### src/rtl/mult2c_frac_seq_n.sv
// Sequential signed Q1.(N-1) x Q1.(N-1) fractional multiplier: add-shift datapath with a
// final subtract for the multiplier sign bit, exact 2N-bit product plus rounded/saturated Q1 result.
module mult2c_frac_seq_n #(
    parameter int N = 8
) (
    input  logic           clk,
    input  logic           rst_n,
    input  logic           start,
    input  logic           rnd,
    input  logic [N-1:0]   mcand,
    input  logic [N-1:0]   mplier,
    output logic           busy,
    output logic           done,
    output logic [2*N-1:0] product,
    output logic [N-1:0]   y,
    output logic           sat
);

    localparam int CW = $clog2(N + 1);
    localparam logic [N+1:0] MAX_POS = {3'b000, {(N-1){1'b1}}};

    typedef enum logic [1:0] {IDLE, RUN, FIN} state_t;

    state_t         state, state_nx;
    logic [N:0]     acc;
    logic [N-1:0]   mc_reg, mp_reg;
    logic           rnd_reg;
    logic [CW-1:0]  step;

    logic           last;
    logic [N:0]     mc_ext, sum;
    logic [2*N-1:0] prod_c;
    logic [N+1:0]   t;
    logic           sat_c;
    logic [N-1:0]   y_c;

    always_comb begin
        last   = (step == CW'(N - 1));
        mc_ext = {mc_reg[N-1], mc_reg};
        sum    = acc;
        // The multiplier's top bit carries weight -2^(N-1), so its partial product is subtracted.
        if (mp_reg[0])
            sum = last ? (acc - mc_ext) : (acc + mc_ext);
        prod_c = {acc[N-1:0], mp_reg};
        t      = {prod_c[2*N-1], prod_c[2*N-1:N-1]}
               + {{(N+1){1'b0}}, rnd_reg & prod_c[N-2]};
        sat_c  = ($signed(t) > $signed(MAX_POS));
        y_c    = sat_c ? MAX_POS[N-1:0] : t[N-1:0];
    end

    always_comb begin
        state_nx = state;
        case (state)
            IDLE:    if (start) state_nx = RUN;
            RUN:     if (last)  state_nx = FIN;
            FIN:     state_nx = IDLE;
            default: state_nx = IDLE;
        endcase
    end

    always_ff @(posedge clk) begin
        if (!rst_n) begin
            state   <= IDLE;
            acc     <= '0;
            mc_reg  <= '0;
            mp_reg  <= '0;
            rnd_reg <= 1'b0;
            step    <= '0;
            busy    <= 1'b0;
            done    <= 1'b0;
            product <= '0;
            y       <= '0;
            sat     <= 1'b0;
        end else begin
            state <= state_nx;
            done  <= 1'b0;
            case (state)
                IDLE: if (start) begin
                    mc_reg  <= mcand;
                    mp_reg  <= mplier;
                    rnd_reg <= rnd;
                    acc     <= '0;
                    step    <= '0;
                    busy    <= 1'b1;
                end
                RUN: begin
                    // Arithmetic right shift of {acc, mp_reg}; consumed multiplier bits fall out the bottom.
                    acc    <= {sum[N], sum[N:1]};
                    mp_reg <= {sum[0], mp_reg[N-1:1]};
                    step   <= step + 1'b1;
                end
                FIN: begin
                    product <= prod_c;
                    y       <= y_c;
                    sat     <= sat_c;
                    done    <= 1'b1;
                    busy    <= 1'b0;
                end
                default: ;
            endcase
        end
    end

endmodule

### config.mk
export PLATFORM = sky130hd
export DESIGN_NAME = mult2c_frac_seq_n
export DESIGN_NICKNAME = d
export VERILOG_FILES = /design/src/rtl/mult2c_frac_seq_n.sv
export SDC_FILE = /design/constraint.sdc
export NUM_CORES = 1
export LEC_CHECK = 0
export BUFFER_PORTS_ARGS = -buffer_cell sky130_fd_sc_hd__buf_2
export CELL_PAD_IN_SITES_DETAIL_PLACEMENT = 1
export CELL_PAD_IN_SITES_GLOBAL_PLACEMENT = 2
export CORE_MARGIN = 3
export CORE_UTILIZATION = 35
export CTS_BUF_LIST = sky130_fd_sc_hd__clkbuf_2 sky130_fd_sc_hd__clkbuf_4 sky130_fd_sc_hd__clkbuf_8
export DETAILED_ROUTE_END_ITERATION = 7
export PLACE_DENSITY_LB_ADDON = 0.08
export SETUP_SLACK_MARGIN = 0.2
export SLEW_MARGIN = 20
export SYNTH_ARGS = -nofsm -noshare
export SYNTH_HDL_FRONTEND = slang
export SYNTH_SLANG_ARGS = --single-unit
### constraint.sdc
create_clock -name clk -period 2.9 [get_ports clk]
set_clock_uncertainty 0.05 [all_clocks]
set_input_delay 0.145 -clock clk [delete_from_list [all_inputs] [get_ports clk]]
set_output_delay 0.145 -clock clk [all_outputs]
set_load 0.01 [all_outputs]
==> results of run 1 <==
## repair_timing
| item | 4_1_cts | 5_1_grt |
|---|---|---|
| hold endpoints to repair | 5 | 0 |
| gates resized for setup | 2 | 9 |
| hold buffers | 5 | 0 |
| cloned | 0 | 0 |
| pin swaps | 0 | 2 |
| endpoints found under the setup margin | 2 | 4 |
## worst max-delay path by stage
stage | slack [ns] | cells after the start | to | from
6_report | 0.37 | 11 | acc[7] | mc_reg[1]
5_1_grt | 0.19 | 10 | acc[7] | mc_reg[1]
4_1_cts | 0.26 | 10 | acc[7] | step[0]
3_5_place_dp | 0.19 | 10 | acc[6] | step[0]
3_3_place_gp | 0.29 | 10 | acc[6] | step[0]
2_1_floorplan | 0.27 | 11 | acc[7] | step[0]
## cells in the mapped netlist, drive strengths merged, types with 5 or more instances
library cell,count,share of area [%]
a21boi,31,7.7
a21oi,15,2.5
and2,10,2.1
clkbuf,15,2.6
dfxtp,58,38
ha,13,5.4
inv,10,1.2
nand2,65,8.0
nand3,6,0.99
nand4,5,1.0
nor2,23,2.8
nor2b,8,1.6
nor3,5,0.82
o21ai,23,3.8
o221ai,7,2.0
xnor2,8,2.3
## report_power, final
| part | internal (W) | leakage [nW] | switching, W |
|---|---|---|---|
| clock network | 0.000502 | 0.114 | 0.000330 |
| registers | 0.000825 | 0.473 | 0.0000389 |
| logic | 0.000141 | 0.892 | 0.000172 |
## cell type report
cell class	count	area [um2]
inverter	10	37.54
fill	1021	4723
clock buffer	11	138.9
timing repair buffer	57	325.3
multi-input combinational	272	1742
tap	105	131.4
clock inverter	5	78.83
sequential	58	1164
## metal layers
layer | routed length (um) | vias to the layer above | track usage [%] | part of all wire [%]
met4 | 112 | 0 | 5.042 | 1.4
met1 | 4067 | 1286 | 22.75 | 51
met3 | 249 | 11 | 3.927 | 3.1
met2 | 3552 | 41 | 26.96 | 45
met5 | 0 | - | 0 | 0
li1 | - | 1354 | - | -
## placed cells by master (no fill, tap or decap), types with 3 or more instances in the layout
cell,instances
and3_1,4
dlygate4sd3_1,5
nand3_1,6
a21boi_0,31
nand3b_1,3
buf_4,6
nand2_1,65
nand4_1,5
and2_1,10
o211ai_1,3
xnor2_1,8
o21ai_0,21
ha_1,12
nor3_1,5
clkbuf_8,9
a211oi_1,3
a21oi_1,14
nor2_1,23
o221ai_1,7
nor3b_1,3
buf_2,46
inv_1,10
nor2b_1,7
xor2_1,4
a22oi_1,4
dfxtp_1,56
## critical path, stage by stage, from the launching register on
cell	delay, ns
dfxtp_1	0.41
inv_1	0.10
ha_1	0.28
nand2_1	0.06
o21ai_0	0.10
buf_4	0.15
fa_1	0.42
nor2b_2	0.18
o31a_2	0.19
o41ai_4	0.09
or3_1	0.35
nand3_1	0.08
## through the flow
stage	utilization, %	instances	total power (W)
2_1_floorplan	-	361	0.001098
3_3_place_gp	39.60	497	0.001173
3_5_place_dp	39.60	497	0.001180
4_1_cts	42.90	518	0.002036
5_1_grt	43.37	518	0.002118
6_report	43.37	518	0.002009
## logic make-up (layout without fill, tap and decap cells)
kind of cell             Yosys count  in the layout  share of synthesized area, %
AND/OR/NAND/NOR                  144            144                         22.94
AO/OA/AOI/OAI                    101            101                         23.15
flip-flops                        58             58                         38.22
buffers and inverters             31             83                         5.890
adder cells (fa/ha/maj)           14             14                         6.013
XOR/XNOR                          12             12                         3.460
multiplexers                       1              1                        0.3295
==> flow_summary.ini, run 1 <==
[hold_path]
hold_path_depth = 3
hold_class = input pin to flip-flop
min_to = mc_reg[6]
min_from = mcand[6]

[floorplan]
die-height_um = 99.17
die_width_um = 99.17
ios = 47
initial_utilization_pct = 36.42
dieArea_mm2 = 0.009834
num_rows = 33
coreArea_mm2 = 0.008341

[placement]
pre_cts_slack_ns = 0.1883
gp_congestion = 0.7602
place_area_mm2 = 0.003303
port_buffers = 46
detailed_place_hpwl_mm = 5.653

[setup_path]
timing.rr.end = acc[7]
rr_startpoint = mc_reg[1]
crit_required_ns = 3.13
cp_max_fo = 4
path_class = flip-flop to flip-flop
reg2reg_slack_ns = 0.37
r2r_cells = 11
end_kind = flip-flop
cp.arrival_ns = 2.75
cp-start-kind = flip-flop

[final_layout]
area_delta_synth_final_pct = 19.07
largest_register_ffs = 16
nets = 442
diodes = 0
fin_area_mm2 = 0.003617
top_register = product
drive_above_1_share_pct = 20.10

[detailed_routing]
wl_mm = 7.982
routed_via_density = 5.197
vias = 2692
drtIter0Drc = 70
wl_per_cell_um = 15.41
ant_nets = 0
drc = 0
dr.pass1.iters = 4

[logic_synthesis]
synth_cells = 361
syn-cell-area_mm2 = 0.003038
synth.avg_cell_area_um2 = 8.415
synth_seq_area_share_pct = 38.22
yosys_warnings = 0
synth_nets = 395
synthFlopType = dfxtp_1
yosysUniqueCellTypes = 53
ys_async_sr_fraction_pct = 0
ys_ff_latch = 58
synth-edff-count = 0

[clocking]
clock_path_buffers = 2
cts.htree.levels = 3
cts_tree = built
clk_pin_slew_ns = 0.07
clock_latency_ns = 0.34
clockRootBuffer = clkbuf_8
numCtsBuffers = 9
cts_setup_buffers = 0
cts_sinks = 58

[global_routing]
track_usage_pct = 16.88
first_global_vias = 2674
gr-total-overflow = 0
grt_pass1_wl_mm = 13.30
grt_max_degree = 46
antenna_found_initial = 0

[pwr]
p_leak_nw = 1.479
power_density_mw_per_mm2 = 555.4
ir_worst_vdd_v = 0.0002844

[timing]
min_period_ns = 2.526
min_period_over_period_pct = 87.09
finalWorstSetupSlack_ns = 0.3744
rsz0062_at_grt = true
hold_viol = 0
fin_setup_tns_ns = 0
whs_ns = 0.01572
max_slew_margin_pct = 43.60
setup_viol = 0
worst_pin_slew_ns = 0.8442
max_freq_mhz = 396.0
finalMaxSlewViolations = 0

[run]
maxCapViolations = 0

[status]
status = finished clean
Power figures use the tool's default switching activity.
==> run 2: changes to the inputs <==
--- a/config.mk
+++ b/config.mk
@@ -8,7 +8,7 @@
 export BUFFER_PORTS_ARGS = -buffer_cell sky130_fd_sc_hd__buf_2
 export CELL_PAD_IN_SITES_DETAIL_PLACEMENT = 1
 export CELL_PAD_IN_SITES_GLOBAL_PLACEMENT = 2
-export CORE_MARGIN = 3
+export CORE_MARGIN = 2
 export CORE_UTILIZATION = 35
 export CTS_BUF_LIST = sky130_fd_sc_hd__clkbuf_2 sky130_fd_sc_hd__clkbuf_4 sky130_fd_sc_hd__clkbuf_8
 export DETAILED_ROUTE_END_ITERATION = 7
==> constraint.sdc (replaced) <==
create_clock -name clk -period 2.9 [get_ports clk]
set_clock_uncertainty 0.05 [all_clocks]
set_input_delay 0.58 -clock clk [delete_from_list [all_inputs] [get_ports clk]]
set_output_delay 0.58 -clock clk [all_outputs]
set_load 0.01 [all_outputs]
==> flow_summary.ini, run 2 (synthesis results as in run 1) <==
[status]
status = finished clean

[timing]
hold_viol = 0
min_period_over_period_pct = 88.54
finalMaxSlewViolations = 0
worst_pin_slew_ns = 0.8511
max_slew_margin_pct = 43.15
fin_setup_tns_ns = 0
rsz0062_at_grt = false
setup_viol = 0
max_freq_mhz = 389.5
min_period_ns = 2.568

[clocking]
clock_path_buffers = 2
cts_hold_buf = 0
clockRootBuffer = clkbuf_8
clk_pin_slew_ns = 0.08
numCtsBuffers = 9
cts_sinks = 58
cts_tree = built
clock_latency_ns = 0.35
cts.htree.levels = 3

[global_routing]
first_global_vias = 2754
grt_use_met3_pct = 3.597
grt_pass1_wl_mm = 13.77
use_met2_pct = 29.91
grt_max_degree = 49
grt.busiest_layer = met2
antenna_found_initial = 0
track_usage_pct = 17.97
grt_util_met1_pct = 23.67
gr-total-overflow = 0

[detailed_routing]
wl_mm = 8.181
routed_via_density = 5.223
drtIter0Drc = 49
drc = 0
dr.pass1.iters = 4
ant_nets = 0
wl_per_cell_um = 15.89
vias = 2690

[setup_path]
worstPathCellList = ha_2 > and3b_2 > nor2_1 > xnor2_1 > ha_1 > nor2b_2 > o31a_2 > o41ai_2 > or3_1 > nand3_1
cp.arrival_ns = 2.75
slowest_delay_ns = 0.36
cp-start-kind = flip-flop
crit_required_ns = 3.09
cp_slowest_cell = dfxtp_1
path_class = flip-flop to flip-flop
end_kind = flip-flop
cp_max_fo = 6
crit_path_start = step[1]
rr_startpoint = step[1]

[final_layout]
nets = 439
final_cell_mix = nand2_1 (65), dfxtp_1 (57), buf_2 (46), a21boi_0 (31), nor2_1 (23)
fin_area_mm2 = 0.003558
area_delta_synth_final_pct = 17.13
layout_commonest_cell = nand2_1
postLayoutCoreUtil_pct = 42.88
drive_above_1_share_pct = 20.49
largest_register_ffs = 16
stdcell_count = 515
diodes = 0
top_register = product

[floorplan]
coreArea_mm2 = 0.008299
die-height_um = 97.17
die_width_um = 97.17
num_rows = 33
ios = 47
dieArea_mm2 = 0.009441
initial_utilization_pct = 36.60

[pwr]
power_density_mw_per_mm2 = 565.4
p_int_w = 0.001461
seqPwrFrac_pct = 42.8
power_frac_clock_pct = 41.9
comb_power_share_pct = 15.3
p_leak_nw = 1.463
switchingPower_w = 0.0005512
ir_worst_vdd_v = 0.0002264
power.total_w = 0.002012
swShare_pct = 27.39

[placement]
port_buffers = 46
gp_congestion = 0.7815
detailed_place_hpwl_mm = 5.846
place_area_mm2 = 0.003318
place_inst = 499

[run]
maxCapViolations = 0

[hold_path]
min_from = product[3]
hold_class = flip-flop to flip-flop
[run 2: cell types whose count changed in the layout (fill, tap and decap cells not counted), sizes merged]
cell / previous run / this run
clkinv: 3 / 4
clkbuf: 11 / 10
buf: 52 / 54
dlygate4sd3: 5 / 0
[run 2: power by group through the flow]
stage	Clock, W	Combinational (W)	Sequential (W)
3_3_place_gp	0	0.000295	0.000879
3_5_place_dp	0	0.000299	0.000879
2_1_floorplan	0	0.000233	0.000864
6_report	0.000843	0.000308	0.000861
5_1_grt	0.000903	0.000346	0.000867
4_1_cts	0.000873	0.000301	0.000861
[run 2: per-layer routing]
layer,vias to the layer above,share of wire [%]
li1,1351,-
met1,1285,49
met2,44,47
met3,10,3.0
met4,0,1.2
met5,-,0
[run 2: stage by stage]
stage | worst slack (ns) | hold WS [ns]
after floorplan | 0.2680 | 0.3888
after detailed placement | 0.1466 | 0.4097
after global placement | 0.2596 | 0.4001
after CTS | 0.2191 | 0.4113
final | 0.3323 | 0.4129
after global routing | 0.1722 | 0.4452
[run 2: area by class of cell]
type	instances	area, um2
Fill cell	1023	4741
Multi-Input combinational cell	272	1719
Sequential cell	58	1162
Timing Repair Buffer	54	290.3
Clock buffer	10	137.6
Tap cell	105	131.4
Clock inverter	6	80.08
Inverter	10	37.54
[run 2: path summary, 6_finish.rpt]
check	end	slack, ns	cells after the start
worst max-delay path	acc[7]	0.33	10
worst min-delay path	product[3]	0.41	2
worst max register to register	acc[7]	0.33	10
worst min register to register	product[3]	0.41	2
[run 2: timing repair]
action,in CTS,in global routing
endpoints found under the hold margin,0,0
gates resized for setup,1,8
setup endpoints to repair,1,4
setup buffers,0,0
[run 2: critical path, delay by kind of cell (launching register included)]
kind,cells,cell delay [ns]
compound gates,2,0.65
xor+xnor,1,0.13
simple gates,5,0.73
fa+ha+maj,2,0.54
flops,1,0.36
